--- src/rtl/bram_port_arbiter.sv ---
// Shares one BRAM port among NUM_REQ requesters; round-robin by default,
// fixed priority (lowest index wins) when BRAM_ARB_FIXED_PRI_EN is defined.
module bram_port_arbiter #(
    parameter int NUM_REQ    = 4,
    parameter int DATA_WIDTH = 8,
    parameter int ADDR_WIDTH = 8
) (
    input  logic                            CLK,
    input  logic                            RST,
    input  logic [NUM_REQ-1:0]              i_req_valid,
    input  logic [NUM_REQ-1:0]              i_req_we,
    input  logic [NUM_REQ*ADDR_WIDTH-1:0]   i_req_addr,
    input  logic [NUM_REQ*DATA_WIDTH-1:0]   i_req_wdata,
    output logic [NUM_REQ-1:0]              o_req_ready,
    output logic [NUM_REQ-1:0]              o_rsp_valid,
    output logic [DATA_WIDTH-1:0]           o_rsp_data,
    output logic                            o_bram_ena,
    output logic                            o_bram_we,
    output logic [ADDR_WIDTH-1:0]           o_bram_addr,
    output logic [DATA_WIDTH-1:0]           o_bram_din,
    input  logic [DATA_WIDTH-1:0]           i_bram_dout
);

    localparam int PTR_W = (NUM_REQ > 1) ? $clog2(NUM_REQ) : 1;

    logic [PTR_W-1:0]   gnt_idx_p0;
    logic               gnt_any_p0;
    logic               gnt_fire_p0;
    logic [NUM_REQ-1:0] gnt_p0;
    logic               vld_p1;
    logic [NUM_REQ-1:0] rsp_owner_p1;

`ifdef BRAM_ARB_FIXED_PRI_EN
    // Descending scan so the lowest valid index is the last one written.
    always_comb begin
        gnt_idx_p0 = '0;
        gnt_any_p0 = 1'b0;
        for (int i = NUM_REQ - 1; i >= 0; i--) begin
            if (i_req_valid[i]) begin
                gnt_idx_p0 = PTR_W'(i);
                gnt_any_p0 = 1'b1;
            end
        end
    end
`else
    logic [PTR_W-1:0] rr_ptr;
    logic [PTR_W-1:0] cand_p0;

    function automatic logic [PTR_W-1:0] wrap_add(input logic [PTR_W-1:0] base, input int off);
        int s;
        s = int'(base) + off;
        if (s >= NUM_REQ) s = s - NUM_REQ;
        return PTR_W'(s);
    endfunction

    // Descending offset scan: the smallest offset from rr_ptr wins.
    always_comb begin
        gnt_idx_p0 = '0;
        gnt_any_p0 = 1'b0;
        cand_p0    = '0;
        for (int i = NUM_REQ - 1; i >= 0; i--) begin
            cand_p0 = wrap_add(rr_ptr, i);
            if (i_req_valid[cand_p0]) begin
                gnt_idx_p0 = cand_p0;
                gnt_any_p0 = 1'b1;
            end
        end
    end

    always_ff @(posedge CLK) begin
        if (RST)
            rr_ptr <= '0;
        else if (gnt_fire_p0)
            rr_ptr <= wrap_add(gnt_idx_p0, 1);
    end
`endif

    assign gnt_fire_p0 = gnt_any_p0 & ~RST;
    assign gnt_p0      = gnt_fire_p0 ? (NUM_REQ'(1) << gnt_idx_p0) : '0;
    assign o_req_ready = gnt_p0;
    assign o_bram_ena  = gnt_fire_p0;
    assign o_bram_we   = gnt_fire_p0 & i_req_we[gnt_idx_p0];

    always_comb begin
        o_bram_addr = '0;
        o_bram_din  = '0;
        for (int k = 0; k < NUM_REQ; k++) begin
            if (gnt_p0[k]) begin
                o_bram_addr = i_req_addr[k*ADDR_WIDTH +: ADDR_WIDTH];
                o_bram_din  = i_req_wdata[k*DATA_WIDTH +: DATA_WIDTH];
            end
        end
    end

    // ---- stage p0 -> p1: read response tracks the BRAM's one-cycle latency
    always_ff @(posedge CLK) begin
        if (RST)
            vld_p1 <= 1'b0;
        else
            vld_p1 <= gnt_fire_p0 & ~i_req_we[gnt_idx_p0];
    end

    always_ff @(posedge CLK) begin
        rsp_owner_p1 <= gnt_p0;
    end

    // Gating with RST drops a read granted just before reset rose.
    assign o_rsp_valid = (vld_p1 && !RST) ? rsp_owner_p1 : '0;
    assign o_rsp_data  = (vld_p1 && !RST) ? i_bram_dout : '0;

endmodule

--- config.mk ---
export PLATFORM = sky130hd
export DESIGN_NAME = bram_port_arbiter
export DESIGN_NICKNAME = d
export VERILOG_FILES = /design/src/rtl/bram_port_arbiter.sv
export SDC_FILE = /design/constraint.sdc
export NUM_CORES = 1
export LEC_CHECK = 0
export ABC_AREA = 1
export CAP_MARGIN = 20
export CORE_ASPECT_RATIO = 0.75
export CORE_MARGIN = 8
export CORE_UTILIZATION = 35
export CTS_BUF_LIST = sky130_fd_sc_hd__clkbuf_16
export DETAILED_ROUTE_END_ITERATION = 10
export PLACE_DENSITY = 0.81
export SLEW_MARGIN = 30
export SYNTH_ARGS = -nofsm -noshare
export SYNTH_HDL_FRONTEND = slang
export SYNTH_SLANG_ARGS = --single-unit
--- constraint.sdc ---
create_clock -name CLK -period 4.8 [get_ports CLK]
set_input_delay 1.44 -clock CLK [delete_from_list [all_inputs] [get_ports CLK]]
set_output_delay 1.44 -clock CLK [all_outputs]
set_load 0.1 [all_outputs]
**Word-level counts from Yosys, hierarchy flattened**

Index checks and enable logic that the tools add are counted.

- Shifts and indexed selects: 1
- Magnitude comparators: 10
- Reductions and logical operators: 2
- Bitwise logic cells: 5
- Mux-type cells: 34
- $add $sub $neg: 9

Operator list:

| cell | count |
|---|---|
| two-way mux 8 bit | 9 |
| two-way mux 2 bit | 9 |
| less-than comparator 2 x 3 -> 1 bit (second input constant) | 5 |
| greater-or-equal comparator 3 bit (second input constant) | 4 |
| binary-select mux 1 bit (select 2 bit) | 5 |
| subtractor 2 x 1 -> 2 bit (second input constant) | 5 |
| two-way mux 1 bit | 9 |
| two-way mux 4 bit | 2 |
| adder 2 x 1 -> 3 bit (second input constant) | 2 |
| adder 2 x 2 -> 3 bit (second input constant) | 2 |
| << shifter 1 x 2 -> 4 bit (first input constant) | 1 |
| AND 1 bit | 3 |
| greater-or-equal comparator 2 x 3 -> 1 bit (second input constant) | 1 |
| NOT 1 bit | 2 |
| logical AND 1 bit | 1 |
| zero test 1 bit | 1 |

- Input bits: 82
- Register bits: 7
- Output and inout bits: 34

**Depth between registers and ports, before layout**

- Depth in word-level cells: 15
- Gate-level depth with buffers: 21
- Gate-level depth less buffers: 17

**Worst setup path after synthesis**

No wires, ideal clock.

- Path type: input-to-output
- Start: input i_req_valid[1]
- End: output o_bram_addr[0]
- Data required time: 3,360 ps
- Data arrival time: 3,853 ps
- Setup slack: -493 ps
- Stages on the path: 19
- Buffers on the path: 3
- Cell sequence: inv_1 nand2_1 nand3_2 nand2_1 inv_2 nand3_1 nand2_2 buf_6 buf_6 ha_1 nand2_8 inv_4 buf_6 nand2_1 nand2_1 clkinv_1 nand2_1 nand2_1 nand2_1

- Elaborated cells between the ends (all ways): 23
- Classes of those cells: shift: 1; mux: 21; bitwise: 1

RTL lines:

| what | RTL line | text |
|---|---|---|
| from (decl) | 10 | `input logic [NUM_REQ-1:0] i_req_valid,` |
| binary-select mux 1 bit (select 2 bit) | 63 | `if (i_req_valid[cand_p0]) begin` |
| two-way mux 1 bit (not written as such) | 63 |  |
| two-way mux 2 bit / two-way mux 1 bit (equally long branches) (4 in a row) | 63 |  |
| << shifter 1 x 2 -> 4 bit / AND 1 bit (equally long branches) | 79, 78 |  |
| two-way mux 4 bit (*) | 79 | `assign gnt_p0 = gnt_fire_p0 ? (NUM_REQ'(1) << gnt_idx_p0) : '0;` |
| named net o_req_ready[1] | 14 | `output logic [NUM_REQ-1:0] o_req_ready,` |
| two-way mux 8 bit (*) (3 in a row) | 88 | `if (gnt_p0[k]) begin` |
| to (decl) | 19 | `output logic [ADDR_WIDTH-1:0] o_bram_addr,` |

The timed path passes the listed nets; every way through them passes the cells marked *. The select of a mux whose other input is x is not followed.

**Worst setup path after layout**

- Start: input i_req_valid[1]
- End: output o_bram_addr[0]

- Longest elaborated chain between the ends: 12
- Elaborated cells between the ends (all ways): 23
- Classes of those cells: shift: 1; mux: 21; bitwise: 1

RTL lines:

| what | RTL line |
|---|---|
| binary-select mux 1 bit (select 2 bit) | 63 |
| two-way mux 1 bit (not written as such) | 63 |
| two-way mux 2 bit / two-way mux 1 bit (equally long branches) (4 in a row) | 63 |
| << shifter 1 x 2 -> 4 bit / AND 1 bit (equally long branches) | 79, 78 |
| two-way mux 4 bit (*) | 79 |
| two-way mux 8 bit (3 in a row) | 88 |
| two-way mux 8 bit (*) | 88 |

Mark *: on every way between the ends. The rest lies on a longest branch, timed or not. The select of a mux whose other input is x is not followed.

==> out/qor.yml <==
cp_data_arrival_time_ns: 3.38
cts_sinks: 7
final_cells: 507
ios: 116
start_util: 0.362
crit_fanout: 5
synth_area_mm2: 0.00161
hp-start: "rr_ptr[1]$_SDFFE_PP0P_"
synth_commonest_cells: "nand2_1 (136), inv_1 (50), nor2_1 (48)"
drtAntennaViolNets: 0
area_growth_pct: 130
worst_pin_slew_ns: 0.630
dpl.cell_count: 493
r2r_end: "rsp_owner_p1[0]$_DFF_P_"
grt_pass1_vias: 2593
design.die.area_mm2: 0.00703
grt_use_total: 0.215
slew_violations: 0
min_period_ns: 4.82
synth-async-reset-ratio: 0
synth_top_cell_by_area: "nand2_1"
ys_seq_area_frac: 0.0873
first_pass_iters: 7
crit_required_ns: 3.36
drcViolationCount: 0
worstSetupStartpointType: "input port"
maxCapViolations: 0
worstRegToRegCells: 12
yosys-top-cells-area: "nand2_1 (32%), inv_1 (12%), nor2_1 (11%)"
fp-row-count: 21
drt-wirelength-per-cell_um: 17.8
die-width_um: 94.2
avgSynthCellArea_um2: 5.06
synth_nets: 401
port_buffers: 115
vias: 2621
yosysWarnings: 0
core_mm2: 0.00444
clk_pin_slew_worst_paths_ns: 0.04
synthCells: 317
die_y_um: 74.7
min_path_type: "reg -> reg"
fmax_mhz: 208
clockBufferDepth: 2
antenna_found_initial: 0
hold_end: "rr_ptr[1]$_SDFFE_PP0P_"
h-tree-depth: 1
grt_overflow: 0
synth_top_area_frac: 0.318
synth_edf_count: 0
cts-root-buf: "clkbuf_16"
path_class: "in -> out"
synth_ff_type: "dfxtp_1"
finalSetupViolations: 2
drive_above_1_share: 0.320
r2r_start: "rr_ptr[0]$_SDFFE_PP0P_"
yosysMostFrequentCell: "nand2_1"
dpl_worst_slack_ns: -0.275
finalHoldViolCount: 0
status: "complete, but fails checks"
dp_hpwl_um: 5530
nNetsFinal: 535
yosysUniqueCellTypes: 23
cts_tree: "done"
timing.final.crit_share: 1.00
gp_congestion: 0.920
grt_first_pass_wirelength_um: 12200
relSlewSlack: 0.579
viasPerCell: 5.17
violations: "setup timing"
grt_max_degree: 28
routed_wl_um: 9010
ys_seq_elements: 7
ff2ff_setup_slack_ns: 2.43
fin_ws_ns: -0.0155
diodes: 0
skew_ns: 0.00333
holdPathStages: 2
cts_made_buffers: 3
end_kind: "output pin"
drt_iter0_markers: 223
clk_latency_ns: 0.24
==> cell families after synthesis <==
family	Yosys count	share of synthesized area
flops	7	0.0873
buf+inv	74	0.236
fa+ha+maj	2	0.0156
compound gates	3	0.00935
xor+xnor	1	0.00546
simple gates	230	0.646
==> cell usage in the layout (no fill, tap or decap), drive strengths merged <==
| master | netlist | routed |
|---|---|---|
| nor2 | 51 | 51 |
| dfxtp | 7 | 7 |
| inv | 54 | 57 |
| clkbuf | 1 | 7 |
| buf | 12 | 60 |
| xnor2 | 1 | 1 |
| clkinv | 7 | 6 |
| clkdlybuf4s50 | 0 | 77 |
| nand3 | 30 | 30 |
| o21ai | 2 | 2 |
| ha | 2 | 2 |
| nand2 | 149 | 149 |
| a21oi | 1 | 1 |
==> critical path: stages <==
cell and delay, ns:
clkbuf_2 0.10, inv_1 0.07, nand2_2 0.10, nand3_4 0.16
nand2_2 0.09, nand3_4 0.10, nand2_4 0.08, nand2_4 0.07
nand2_4 0.07, ha_4 0.17, nand2_8 0.12, buf_6 0.14
nand2_1 0.06, inv_1 0.06, nand3_1 0.07, nand2_1 0.10
nand2_1 0.09, nand2_2 0.11, buf_12 0.17
==> timing repair <==
action | CTS | global route
hold endpoints to repair | 0 | 0
resized for setup | 34 | 37
pin swaps | 14 | 26
setup buffers | 6 | 1
hold buffers | 0 | 0
cloned | 3 | 0
setup endpoints to repair | 19 | 18
==> routing by layer <==
metal | track usage | part of all wire
met1 | 0.227 | 0.34
met2 | 0.392 | 0.49
met3 | 0.0717 | 0.12
met4 | 0.0753 | 0.052
met5 | 0 | 0
==> worst max-delay path by stage <==
stage | slack, ns | cells after the start | endpoint | startpoint
finish | -0.02 | 19 | o_bram_addr[0] | i_req_valid[1]
global route | -0.1 | 17 | o_bram_din[5] | i_req_valid[1]
CTS | 0.0003 | 19 | o_bram_din[1] | i_req_valid[1]
detailed placement | -0.27 | 19 | o_bram_addr[2] | i_req_valid[1]
global placement | -0.19 | 19 | o_bram_addr[2] | i_req_valid[1]
floorplan | -0.08 | 19 | o_bram_addr[0] | i_req_valid[1]
==> sequential cells by signal (all words and copies together), names as in the netlist <==
signal,flops
rr_ptr,2
rsp_owner_p1,4
vld_p1,1
==> stage by stage <==
step,hold slack [ns],utilization,cell area [um2],setup TNS [ns]
final,0.757,0.833,3700,-0.0284
after global routing,0.740,0.833,3700,-0.864
after CTS,0.593,0.809,3590,0
after detailed placement,0.567,0.742,3290,-3.57
after global placement,0.603,0.742,3290,-2.12
after floorplan,0.522,-,1720,-0.0791
==> area by class of cell <==
type | instances | area (um2)
repair inverters | 1 | 8.76
well taps | 57 | 71.3
clock buffers | 3 | 75.1
inverters | 61 | 260
fillers | 239 | 741
flip-flops and latches | 7 | 140
clock inverters | 1 | 3.75
repair buffers | 141 | 1760
multi-input cells | 236 | 1380
Power is not shown: default switching activity piles up to over one toggle a cycle in this logic, so the estimate is an artifact.
